## config.mk

```make
export PLATFORM = sky130hd
export DESIGN_NAME = rom_stream_reader_flat
export DESIGN_NICKNAME = d
export VERILOG_FILES = /design/src/rtl/rom_stream_reader_pkg.sv /design/src/rtl/rom_stream_reader_if.sv /design/src/rtl/rom_stream_reader_stream_fifo2.sv /design/src/rtl/rom_stream_reader.sv /design/src/flat_wrapper.sv
export SDC_FILE = /design/constraint.sdc
export NUM_CORES = 1
export LEC_CHECK = 0
export CELL_PAD_IN_SITES_DETAIL_PLACEMENT = 1
export CELL_PAD_IN_SITES_GLOBAL_PLACEMENT = 2
export CORE_ASPECT_RATIO = 1.2
export CORE_MARGIN = 10
export CORE_UTILIZATION = 32
export DETAILED_ROUTE_END_ITERATION = 8
export PLACE_DENSITY = 0.9
export SYNTH_ARGS = -nofsm -noshare
export SYNTH_HDL_FRONTEND = slang
export SYNTH_HIERARCHICAL = 1
export SYNTH_SLANG_ARGS = --single-unit
```

## constraint.sdc

```tcl
create_clock -name clk -period 2.66 [get_ports clk]
set_input_delay 0.532 -clock clk [delete_from_list [all_inputs] [get_ports clk]]
set_output_delay 0.532 -clock clk [all_outputs]
set_load 0.05 [all_outputs]
```

## src/rtl/rom_stream_reader_pkg.sv

```systemverilog
// ============================================================================
//  Module   : rom_stream_reader_pkg
//  Purpose  : State encoding and helpers shared by the ROM stream reader.
//  Revision : 1.0  initial release
// ============================================================================
`default_nettype none

package rom_stream_reader_pkg;

    localparam logic [1:0] ST_IDLE  = 2'd0;
    localparam logic [1:0] ST_FETCH = 2'd1;
    localparam logic [1:0] ST_DRAIN = 2'd2;

    typedef enum logic [1:0] {
        S_IDLE  = ST_IDLE,
        S_FETCH = ST_FETCH,
        S_DRAIN = ST_DRAIN
    } state_t;

    // A full 2-entry buffer can still take a word if the head leaves this cycle.
    function automatic logic can_push(input logic [1:0] count, input logic pop);
        return (count < 2'd2) || pop;
    endfunction

endpackage

`default_nettype wire

```

## src/rtl/rom_stream_reader_if.sv

```systemverilog
// ============================================================================
//  Module   : rom_stream_reader_if
//  Purpose  : ROM address/data pair plus the valid/ready output stream.
//  Revision : 1.0  initial release
// ============================================================================
`default_nettype none

interface rom_stream_reader_if #(
    parameter int WIDTH = 8,
    parameter int AW    = 8
);
    logic [AW-1:0]    rom_addr;
    logic [WIDTH-1:0] rom_data;
    logic [WIDTH-1:0] out_data;
    logic             out_last;
    logic             out_valid;
    logic             out_ready;

    modport master (
        output rom_addr, out_data, out_last, out_valid,
        input  rom_data, out_ready
    );

    modport slave (
        input  rom_addr, out_data, out_last, out_valid,
        output rom_data, out_ready
    );
endinterface

`default_nettype wire

```

## src/rtl/rom_stream_reader_stream_fifo2.sv

```systemverilog
// ============================================================================
//  Module   : stream_fifo2
//  Purpose  : Two-entry in-order buffer; head is always presented on o_head.
//  Revision : 1.0  initial release
// ============================================================================
`default_nettype none

module stream_fifo2
    import rom_stream_reader_pkg::*;
#(
    parameter int DW = 9
) (
    input  wire logic          clk,
    input  wire logic          rst_n,
    input  wire logic          i_push,
    input  wire logic          i_pop,
    input  wire logic          i_flush,
    input  wire logic [DW-1:0] i_data,
    output logic      [DW-1:0] o_head,
    output logic      [1:0]    o_count
);

    logic [DW-1:0] r_head;
    logic [DW-1:0] r_tail;
    logic [1:0]    r_count;
    logic          w_pop;
    logic          w_push;

    assign w_pop   = i_pop && (r_count != 2'd0);
    assign w_push  = i_push && can_push(r_count, w_pop);
    assign o_head  = r_head;
    assign o_count = r_count;

    // Head only changes on a pop or when written into an empty slot,
    // which keeps the output stable across a stall.
    always_ff @(posedge clk or negedge rst_n) begin
        if (!rst_n) begin
            r_head  <= '0;
            r_tail  <= '0;
            r_count <= 2'd0;
        end else if (i_flush) begin
            r_count <= 2'd0;
        end else begin
            case (r_count)
                2'd0: begin
                    if (w_push) begin
                        r_head  <= i_data;
                        r_count <= 2'd1;
                    end
                end
                2'd1: begin
                    if (w_push && w_pop) begin
                        r_head <= i_data;
                    end else if (w_push) begin
                        r_tail  <= i_data;
                        r_count <= 2'd2;
                    end else if (w_pop) begin
                        r_count <= 2'd0;
                    end
                end
                default: begin
                    if (w_pop) begin
                        r_head <= r_tail;
                        if (w_push) r_tail <= i_data;
                        else        r_count <= 2'd1;
                    end
                end
            endcase
        end
    end

endmodule

`default_nettype wire

```

## src/rtl/rom_stream_reader.sv

```systemverilog
// ============================================================================
//  Module   : rom_stream_reader
//  Purpose  : Burst-reads an async ROM and emits the words as a valid/ready stream.
//  Revision : 1.0  initial release
// ============================================================================
`default_nettype none

module rom_stream_reader
    import rom_stream_reader_pkg::*;
#(
    parameter  int WIDTH = 8,
    parameter  int DEPTH = 256,
    localparam int AW    = $clog2(DEPTH)
) (
    input  wire logic           clk,
    input  wire logic           rst_n,
    input  wire logic           start,
    input  wire logic           abort,
    input  wire logic [AW-1:0]  base_addr,
    input  wire logic [AW:0]    len,
    rom_stream_reader_if.master bus,
    output logic                busy,
    output logic                done
);

    state_t         r_state;
    state_t         w_next;
    logic [AW-1:0]  r_rom_addr;
    logic [AW:0]    r_remaining;
    logic           r_done;

    logic           w_push;
    logic           w_pop;
    logic           w_load;
    logic           w_zero_done;
    logic           w_fin;
    logic [1:0]     w_count;
    logic [WIDTH:0] w_head;
    logic           w_last_word;

    assign w_pop       = bus.out_valid && bus.out_ready;
    assign w_last_word = (r_remaining == (AW+1)'(1));

    always_ff @(posedge clk or negedge rst_n) begin
        if (!rst_n) r_state <= S_IDLE;
        else        r_state <= w_next;
    end

    always_comb begin
        w_next      = r_state;
        w_push      = 1'b0;
        w_load      = 1'b0;
        w_zero_done = 1'b0;
        w_fin       = 1'b0;
        if (abort) begin
            w_next = S_IDLE;
        end else begin
            case (r_state)
                S_IDLE: begin
                    if (start) begin
                        if (len != '0) begin
                            w_load = 1'b1;
                            w_next = S_FETCH;
                        end else begin
                            w_zero_done = 1'b1;
                        end
                    end
                end
                S_FETCH: begin
                    if (can_push(w_count, w_pop)) begin
                        w_push = 1'b1;
                        if (w_last_word) w_next = S_DRAIN;
                    end
                end
                S_DRAIN: begin
                    // Leave on the edge that empties the buffer so done follows the last accept directly.
                    if ((w_count == 2'd0) || ((w_count == 2'd1) && w_pop)) begin
                        w_fin  = 1'b1;
                        w_next = S_IDLE;
                    end
                end
                default: w_next = S_IDLE;
            endcase
        end
    end

    always_ff @(posedge clk or negedge rst_n) begin
        if (!rst_n) begin
            r_rom_addr  <= '0;
            r_remaining <= '0;
            r_done      <= 1'b0;
        end else begin
            r_done <= w_zero_done || w_fin;
            if (abort) begin
                r_remaining <= '0;
            end else if (w_load) begin
                r_rom_addr  <= base_addr;
                r_remaining <= len;
            end else if (w_push) begin
                r_rom_addr  <= r_rom_addr + AW'(1);
                r_remaining <= r_remaining - (AW+1)'(1);
            end
        end
    end

    stream_fifo2 #(
        .DW (WIDTH + 1)
    ) u_fifo (
        .clk     (clk),
        .rst_n   (rst_n),
        .i_push  (w_push),
        .i_pop   (w_pop),
        .i_flush (abort),
        .i_data  ({bus.rom_data, w_last_word}),
        .o_head  (w_head),
        .o_count (w_count)
    );

    assign bus.rom_addr  = r_rom_addr;
    assign bus.out_valid = (w_count != 2'd0);
    assign bus.out_data  = w_head[WIDTH:1];
    assign bus.out_last  = bus.out_valid && w_head[0];
    assign busy          = (r_state != S_IDLE);
    assign done          = r_done;

endmodule

`default_nettype wire

```

## src/flat_wrapper.sv

```systemverilog
// flat-port wrapper written by rule: the top's interface ports become plain ports
module rom_stream_reader_flat import rom_stream_reader_pkg::*;
#(
    parameter  int WIDTH = 8,
    parameter  int DEPTH = 256,
    localparam int AW    = $clog2(DEPTH)
)
  (clk, rst_n, start, abort, base_addr, len, busy, done, bus_rom_addr, bus_out_data, bus_out_last, bus_out_valid, bus_rom_data, bus_out_ready);
  rom_stream_reader_if #(.WIDTH(WIDTH), .AW((8))) bus_i ();
  input  wire logic clk;
  input  wire logic rst_n;
  input  wire logic start;
  input  wire logic abort;
  input  wire logic [AW-1:0] base_addr;
  input  wire logic [AW:0] len;
  output logic busy;
  output logic done;
  output wire logic [$bits(bus_i.rom_addr)-1:0] bus_rom_addr;
  output wire logic [$bits(bus_i.out_data)-1:0] bus_out_data;
  output wire logic [$bits(bus_i.out_last)-1:0] bus_out_last;
  output wire logic [$bits(bus_i.out_valid)-1:0] bus_out_valid;
  input wire logic [$bits(bus_i.rom_data)-1:0] bus_rom_data;
  input wire logic [$bits(bus_i.out_ready)-1:0] bus_out_ready;
  assign bus_rom_addr = bus_i.rom_addr;
  assign bus_out_data = bus_i.out_data;
  assign bus_out_last = bus_i.out_last;
  assign bus_out_valid = bus_i.out_valid;
  assign bus_i.rom_data = bus_rom_data;
  assign bus_i.out_ready = bus_out_ready;
  rom_stream_reader #(.WIDTH(WIDTH), .DEPTH(DEPTH)) u_core (.clk(clk), .rst_n(rst_n), .start(start), .abort(abort), .base_addr(base_addr), .len(len), .bus(bus_i), .busy(busy), .done(done));
endmodule
```

Yosys cells after proc, flatten, opt, wreduce, memory -nomap -nowiden
Cells that the tools add are included.
{ "op_classes": {"n_addsub": 2, "order_cmp": 1, "eq_ne": 16, "n_mux": 42, "bitwise": 2, "reduce_logical": 25} }
{ "op_table": {"columns": ["cell", "n"], "rows": [
  ["9-bit 2-to-1 mux", 9],
  ["9-bit case mux with 2 select lines", 2],
  ["2-bit 2-to-1 mux", 13],
  ["8-bit 2-to-1 mux", 2],
  ["1-bit 2-to-1 mux", 14],
  ["3-bit by 2-bit inequality test with 1-bit output, second input constant", 4],
  ["5-bit AND reduction", 2],
  ["9-bit by 1-bit == test with 1-bit output, second input constant", 1],
  ["3-bit inequality test, second input constant", 3],
  ["9-bit nonzero test", 1],
  ["9-bit by 1-bit subtractor with 9-bit output, second input constant", 1],
  ["8-bit by 1-bit adder with 8-bit output, second input constant", 1],
  ["4-bit AND reduction", 2],
  ["2-bit nonzero test", 4],
  ["1-bit logical AND", 6],
  ["2-bit inequality test, second input constant", 3],
  ["2-bit case mux with 3 select lines", 1],
  ["3-bit nonzero test", 2],
  ["2-bit by 1-bit == test with 1-bit output, second input constant", 2],
  ["2-bit logical NOT", 2],
  ["1-bit logical OR", 4],
  ["4-bit by 2-bit inequality test with 1-bit output, second input constant", 1],
  ["4-bit inequality test, second input constant", 1],
  ["2-bit case mux with 2 select lines", 1],
  ["other kinds (5)", 6]
]} }
{ "totals": {"ff_bits": 40, "input_bits": 30, "out_inout_bits": 20, "word_cells": 95} }

Logic depth before layout (Yosys ltp)
{ "logic_depth": {"word_depth": 11, "ltp_mapped": 9, "ltp_nobuf": 7} }

Cells and area by module
The synthesis kept the hierarchy.
{ "modules_own_cells": {"columns": ["module", "n_inst", "cells_per_inst", "area_each_um2", "seq_area_each_um2"], "rows": [
  ["rom_stream_reader", 1, 141, 1328.8, 500.5],
  ["stream_fifo2", 1, 106, 1156.1, 500.5]
]} }

Worst setup path after synthesis
No wires, ideal clock.
{ "synth_timing": {"path_type": "input-to-reg", "startpoint": "input bus_out_ready", "endpoint": "register u_core.u_fifo.r_tail[0]", "arrival_time_ns": 1.969, "slack_ns": 0.553, "stages": 9, "n_path_buf": 3, "path_cell_list": "nand2b_1 -> buf_1 -> nand3_1 -> inv_1 -> buf_2 -> nand2b_1 -> buf_1 -> o41ai_1 -> nand3_1"} }
{ "synth_via": {"elab_chain_cells": 9} }
{ "synth_rtl": {"columns": ["element", "line", "source"], "rows": [
  ["from (decl)", "flat_wrapper.sv:23", "input wire logic [$bits(bus_i.out_ready)-1:0] bus_out_ready;"],
  ["1-bit logical AND *", "rom_stream_reader.sv:41", "assign w_pop = bus.out_valid && bus.out_ready;"],
  ["1-bit logical OR *", "rom_stream_reader_pkg.sv:22", "return (count < 2'd2) || pop;"],
  ["1-bit 2-to-1 mux *", "rom_stream_reader.sv:70", "if (can_push(w_count, w_pop)) begin"],
  ["1-bit 2-to-1 mux *", "rom_stream_reader.sv:58", "case (r_state)"],
  ["1-bit 2-to-1 mux *", "rom_stream_reader.sv:55", "if (abort) begin"],
  ["named net u_core.w_push", "rom_stream_reader.sv:32", "logic w_push;"],
  ["1-bit logical AND *", "rom_stream_reader_stream_fifo2.sv:30", "assign w_push = i_push && can_push(r_count, w_pop);"],
  ["9-bit 2-to-1 mux or 1-bit logical AND (tied branches)", null, null],
  ["9-bit 2-to-1 mux, or another cell as far along", null, null],
  ["9-bit case mux with 2 select lines or 4-bit AND reduction (tied branches)", null, null],
  ["to (signal assigned)", "rom_stream_reader_stream_fifo2.sv:55", "r_tail <= i_data;"],
  ["to (signal assigned)", "rom_stream_reader_stream_fifo2.sv:64", "if (w_push) r_tail <= i_data;"],
  ["to (decl)", "rom_stream_reader_stream_fifo2.sv:24", "logic [DW-1:0] r_tail;"]
]} }
Mark *: on every way through the listed nets, which the timed path passes. The rest lies on a longest branch. The select of a mux whose other input is x is not followed.
A chain may end at the register's enable or synchronous reset.

Worst setup path after layout
{ "layout_timing": {"startpoint": "register u_core.r_state[1]", "endpoint": "output busy"} }
{ "layout_via": {"elab_chain_cells": 1} }
{ "layout_rtl": {"columns": ["element", "line", "source"], "rows": [
  ["from (decl)", "rom_stream_reader.sv:26", "state_t r_state;"],
  ["from (signal assigned)", "rom_stream_reader.sv:46", "else r_state <= w_next;"],
  ["2-bit nonzero test", "rom_stream_reader.sv:123", "assign busy = (r_state != S_IDLE);"],
  ["to (decl)", "flat_wrapper.sv:16", "output logic busy;"]
]} }
No other way between the ends.

==> run metrics <==
outcome finished clean; Top FF cell, synth dfrtp_1; post-route setup slack 373.5 ps; CP startpoint kind register; EDFF count, synth 0; Synth-to-Final Area Change 28.40%; CTS clk-pin slew, worst paths 80 ps; Seq cells post-synth 40; vias in the first global route 2,311; Ys Warns 6; Worst path max stage delay 710 ps; CTS Buf Count 5; Seq/Total Area, Yosys 0.4028; I/O Pins 50; layout cell share with drive strength beyond 1 0.1895; CP Launch Point u_core/r_state[1]; Synth cell types 53; Final setup viols 0; setup tns final 0 ps; Post-synth ARST share 1.000; worst r2r src u_core/u_fifo/o_count[1]; global-route wire length before repair ~12 mm; Rel. slew slack 0.3778; total grt overflow 0; clk_skew about 7.6 ps; Crit Path Class register to primary output; Internal ~0.0015 W; H-tree depth 2; nature of the critical path endpoint primary output; Final Hold Viols 0; worst slew pin tran between 900 and 1000 ps; WHS approximately 370 ps; final instance area 3191 um2; P per Cell Area slightly above 800 nW/um2; fin crit share 0.8596; chip height ~120 um; syn nets 280; WL/cell 18.45 um; Switching Share 0.4275; CP Buf/Inv Count 1; post-cts hold buffer count 0; Syn Area/Cell between 10 and 15 um2; CTS tree done; unrepaired setup endpoints after global routing no; Via Count ~2,100; total track usage 0.1264; # rows 35; LEAKAGE 1.307 nW; CP Max Fanout 7; DIE WIDTH around 100 um; critical path's top delay family buffers and inverters; sw power approximately 0.0011 W; synthesized cell area around 2500 um2; initial antenna violation count 0; Worst EP required between 2000 and 2500 ps; Root Driver clkbuf_8; Final #Nets roughly 340; Ant. Diodes 0; # Max-Cap Violations 0; worst hold path type input pin to asynchronous set/reset pin; final WL about 7.3 mm; Fmax 437.3 MHz; slowest cell on the critical path clkdlybuf4s50_1; DRT Pass-1 Iters 4; hpwl dp ~5.4 mm; ANT nets after route 0; Slew Viols, Final 0; initial detailed-routing violation count 74; Core Region ~7600 um2; effective utilization at floorplan 0.3261; Die ar. between 10,000 and 15,000 um2; total chip power about 0.0026 W; routed vias/inst 5.249; largest net degree at the start of global routing 41; data arrival time of the worst path roughly 1800 ps; Post-CTS Setup Bufs 0; combinational fraction of design power 0.471; cell count after synthesis roughly 250; clock latency at the later pin of the worst-skew pair approximately 300 ps; Placer Congestion between 0.8 and 0.9; drt drc 0; worst-path cell chain or2_2 -> clkdlybuf4s50_1; TritonCTS Sinks 40; Reg power frac 0.360; Tmin final 2287 ps; placed cell area a little over 3000 um2; clk buf depth 2; port bufs 49; Peak VDD IR 0.0004777 V; worst slack, placed between 150 and 200 ps; Clk pwr share 0.168; CTS resizes 0
[path summary, 6_finish.rpt]
kind                       slack [ps]  cells after the start                       to
max in group asynchronous        1720                      1   u_core/bus.rom_addr[3]
min reg2reg                       510                      2  u_core/u_fifo/r_tail[2]
min in group clk                  510                      2  u_core/u_fifo/r_tail[2]
max reg2reg                       630                      5  u_core/u_fifo/r_tail[7]
max                               370                      2                     busy
min                               370                      1        u_core/r_state[0]
[registers in the layout, summed over array words and instances (netlist names)]
signal,cells
u_core/u_fifo/r_tail,9
u_core/bus.rom_addr,8
u_core/r_remaining,9
u_core/u_fifo/o_head,9
u_core/u_fifo/o_count,2
u_core/r_state,2
u_core/done,1
[cell usage after synthesis (all sizes together) (2+ instances only)]
master | instances | area (um2)
a211oi | 10 | 115.1
a21oi | 5 | 25.02
a22oi | 2 | 15.01
a31oi | 3 | 33.78
and2 | 3 | 18.77
and3 | 2 | 12.51
buf | 13 | 106.4
clkbuf | 3 | 11.26
dfrtp | 40 | 1001
ha | 3 | 37.54
inv | 7 | 26.28
mux2 | 18 | 236.5
nand2 | 17 | 63.81
nand2b | 5 | 31.28
nand3 | 25 | 125.1
nand3b | 2 | 15.01
nand4 | 5 | 31.28
nand4b | 2 | 17.52
nor2 | 16 | 62.56
nor2b | 8 | 50.05
nor3 | 8 | 40.04
nor3b | 2 | 15.01
nor4 | 5 | 37.53
nor4b | 2 | 17.52
o211a | 2 | 20.02
o211ai | 3 | 22.52
o21ai | 4 | 20.01
o31ai | 2 | 15.01
o41ai | 7 | 61.31
or2 | 3 | 18.77
xnor2 | 2 | 17.52
xor2 | 7 | 61.31
[cells by family after synthesis]
logic type | share of synthesized area
DFF | 0.4028
adders and majority gates | 0.01511
muxes | 0.09516
and+or+nand+nor | 0.2417
AOI/OAI and AO/OA | 0.1541
xor gates and xnor gates | 0.03172
buffers and inverters | 0.05942
[power groups by stage]
stage          Clock (W)  Combinational [W]  Sequential, W
4_1_cts         0.000449            0.00123       0.000936
2_1_floorplan          0           0.000457        0.00127
6_report        0.000435            0.00122       0.000932
3_5_place_dp           0            0.00123       0.000946
3_3_place_gp           0            0.00121       0.000938
5_1_grt         0.000475            0.00131       0.000966
[layer usage]
layer	vias up	wire length [um]	GRT usage
met3	9	360	0.03669
met1	1018	3277	0.1512
met4	0	87	0.03491
li1	1020	-	-
met2	42	3617	0.2150
met5	-	0	0
[through the flow]
| stage | util | instances |
|---|---|---|
| 2_1_floorplan | - | 247 |
| 3_3_place_gp | 0.4066 | 390 |
| 3_5_place_dp | 0.4066 | 390 |
| 4_1_cts | 0.4187 | 398 |
| 5_1_grt | 0.4187 | 398 |
| 6_report | 0.4187 | 398 |
[cells in the final DEF (no fill, tap or decap), types with 2 or more instances in the layout]
cell type         n
a211oi_1          2
a211oi_2          8
a21oi_1           5
a22oi_1           2
a31oi_1           2
and2_1            3
and3_1            2
buf_4            20
clkbuf_8          6
clkdlybuf4s50_1  46
clkinv_2          2
dfrtp_1          40
ha_1              3
inv_1             7
mux2_1            4
mux2_2            5
mux2_4            9
nand2_1          17
nand2b_1          5
nand3_1          25
nand3b_1          2
nand4_1           5
nand4b_1          2
nor2_1           15
nor2b_1           8
nor3_1            8
nor3b_1           2
nor4_1            4
nor4b_1           2
o211a_1           2
o211ai_1          3
o21ai_0           3
o31ai_1           2
o41ai_1           7
or2_2             2
xnor2_1           2
xor2_1            7
[area by class of cell]
type                            instances  area [um2]
Inverter                                8       30.03
Fill cell                             901        4429
Clock buffer                            6       82.58
Sequential cell                        40        1001
Clock inverter                          2       10.01
Multi-Input combinational cell        183        1336
Tap cell                               92       115.1
Timing Repair Buffer                   67       615.6
(Power assumes the default switching activity.)
==> variant (same settings) <==
`WIDTH` is set to 8 in 3 places; all go to 12.
--- a/src/rtl/rom_stream_reader_if.sv
+++ b/src/rtl/rom_stream_reader_if.sv
@@ -8,3 +8,3 @@
 interface rom_stream_reader_if #(
-    parameter int WIDTH = 8,
+    parameter int WIDTH = 12,
     parameter int AW    = 8
--- a/src/rtl/rom_stream_reader.sv
+++ b/src/rtl/rom_stream_reader.sv
@@ -10,3 +10,3 @@
 #(
-    parameter  int WIDTH = 8,
+    parameter  int WIDTH = 12,
     parameter  int DEPTH = 256,
--- a/src/flat_wrapper.sv
+++ b/src/flat_wrapper.sv
@@ -3,3 +3,3 @@
 #(
-    parameter  int WIDTH = 8,
+    parameter  int WIDTH = 12,
     parameter  int DEPTH = 256,
Ports: changed (resized bus_out_data and bus_rom_data); port bits go from 50 to 58. No check against the original RTL was run, so the function may have changed too.
==> variant against the unedited design <==
Combinational power rose by 19%; total power rose by 20%; highest routed layer unchanged; sequential cell count rose by 8; hold slack got worse by 0.11 ns; cell count rose by 20%; non-clock buffer count rose by 11; final area rose by 17%; setup slack got worse by 0.0046 ns; global-route usage rose by 0.50 points; sequential share of layout area rose by 0.83 points; largest power group unchanged; wire length rose by 15%; synthesized area rose by 15%.
==> variant: results <==
{
  "power_frac_clock_pct": 17.1,
  "drt_iter0_markers": 77,
  "io_buffers": 57,
  "grt.total_usage_pct": 13.14,
  "fin_nets": 395,
  "dp_slack_ns": 0.1604,
  "run_status": "finished, final reports clean",
  "fillers": 1001,
  "slew_headroom_pct": 38.18,
  "grt_util_met1_pct": 14.54,
  "totalWireLength_mm": 8.424,
  "synth_nets": 330,
  "p_sw_share_pct": 42.13,
  "dp_cells": 468,
  "ir_drop_mv": 0.4326,
  "antenna_cells": 0,
  "route.met2.wl_mm": 4.547,
  "post_drt_wl_per_cell_um": 17.70,
  "powerSeq_w": 0.00112,
  "place_area_um2": 3622,
  "drive_above_1_share_pct": 17.55,
  "place_congestion": 0.8377,
  "use_met2_pct": 24.92,
  "avgSynthCellArea_um2": 9.775,
  "met1_length_mm": 3.457,
  "synthTopCellsByCount": "dfrtp_1 (48), nand2_1 (32), inv_1 (18), mux2_2 (15), nor2_1 (15)",
  "synthMuxAreaShare_pct": 5.898,
  "synth.distinct_cells": 50,
  "hpwl_mm": 6.471,
  "use_met3_pct": 3.049,
  "synth_area_leaders": "dfrtp_1 (42%), mux2_2 (5.9%), nand2_1 (4.2%)",
  "powerClk_w": 0.000529,
  "synth-adder-area-share_pct": 1.311,
  "cp_max_fo": 6,
  "max_stage_delay_ns": 0.70,
  "synth_compound_area_share_pct": 19.83,
  "vias": 2462,
  "wl_met3_um": 316,
  "synth-xor-area-share_pct": 2.752,
  "skew_ns": 0.002895
}
## variant: worst paths after layout
kind                                          startpoint                       to  slack [ns]  cells after the start
worst max-delay path                   u_core/r_state[0]                     busy        0.37                      2
worst min-delay path                               rst_n  u_core/u_fifo/o_head[8]        0.26                      1
worst max register to register  u_core/u_fifo/o_count[0]  u_core/u_fifo/r_tail[7]        0.38                      5
worst min register to register   u_core/u_fifo/o_head[0]  u_core/u_fifo/o_head[0]        0.51                      1
max in group asynchronous                          rst_n    u_core/r_remaining[1]        1.77                      2
min in group clk                 u_core/u_fifo/o_head[0]  u_core/u_fifo/o_head[0]        0.51                      1
## variant: area by class of cell
type | count | area [um^2] | share of cell area (%)
clock inverter | 2 | 35.03 | 0.9393
timing repair buffer | 78 | 755.7 | 20.26
inverter | 18 | 67.56 | 1.811
multi-input combinational | 207 | 1451 | 38.91
tap | 117 | 146.4 | 3.925
sequential | 48 | 1201 | 32.20
clock buffer | 6 | 72.57 | 1.946
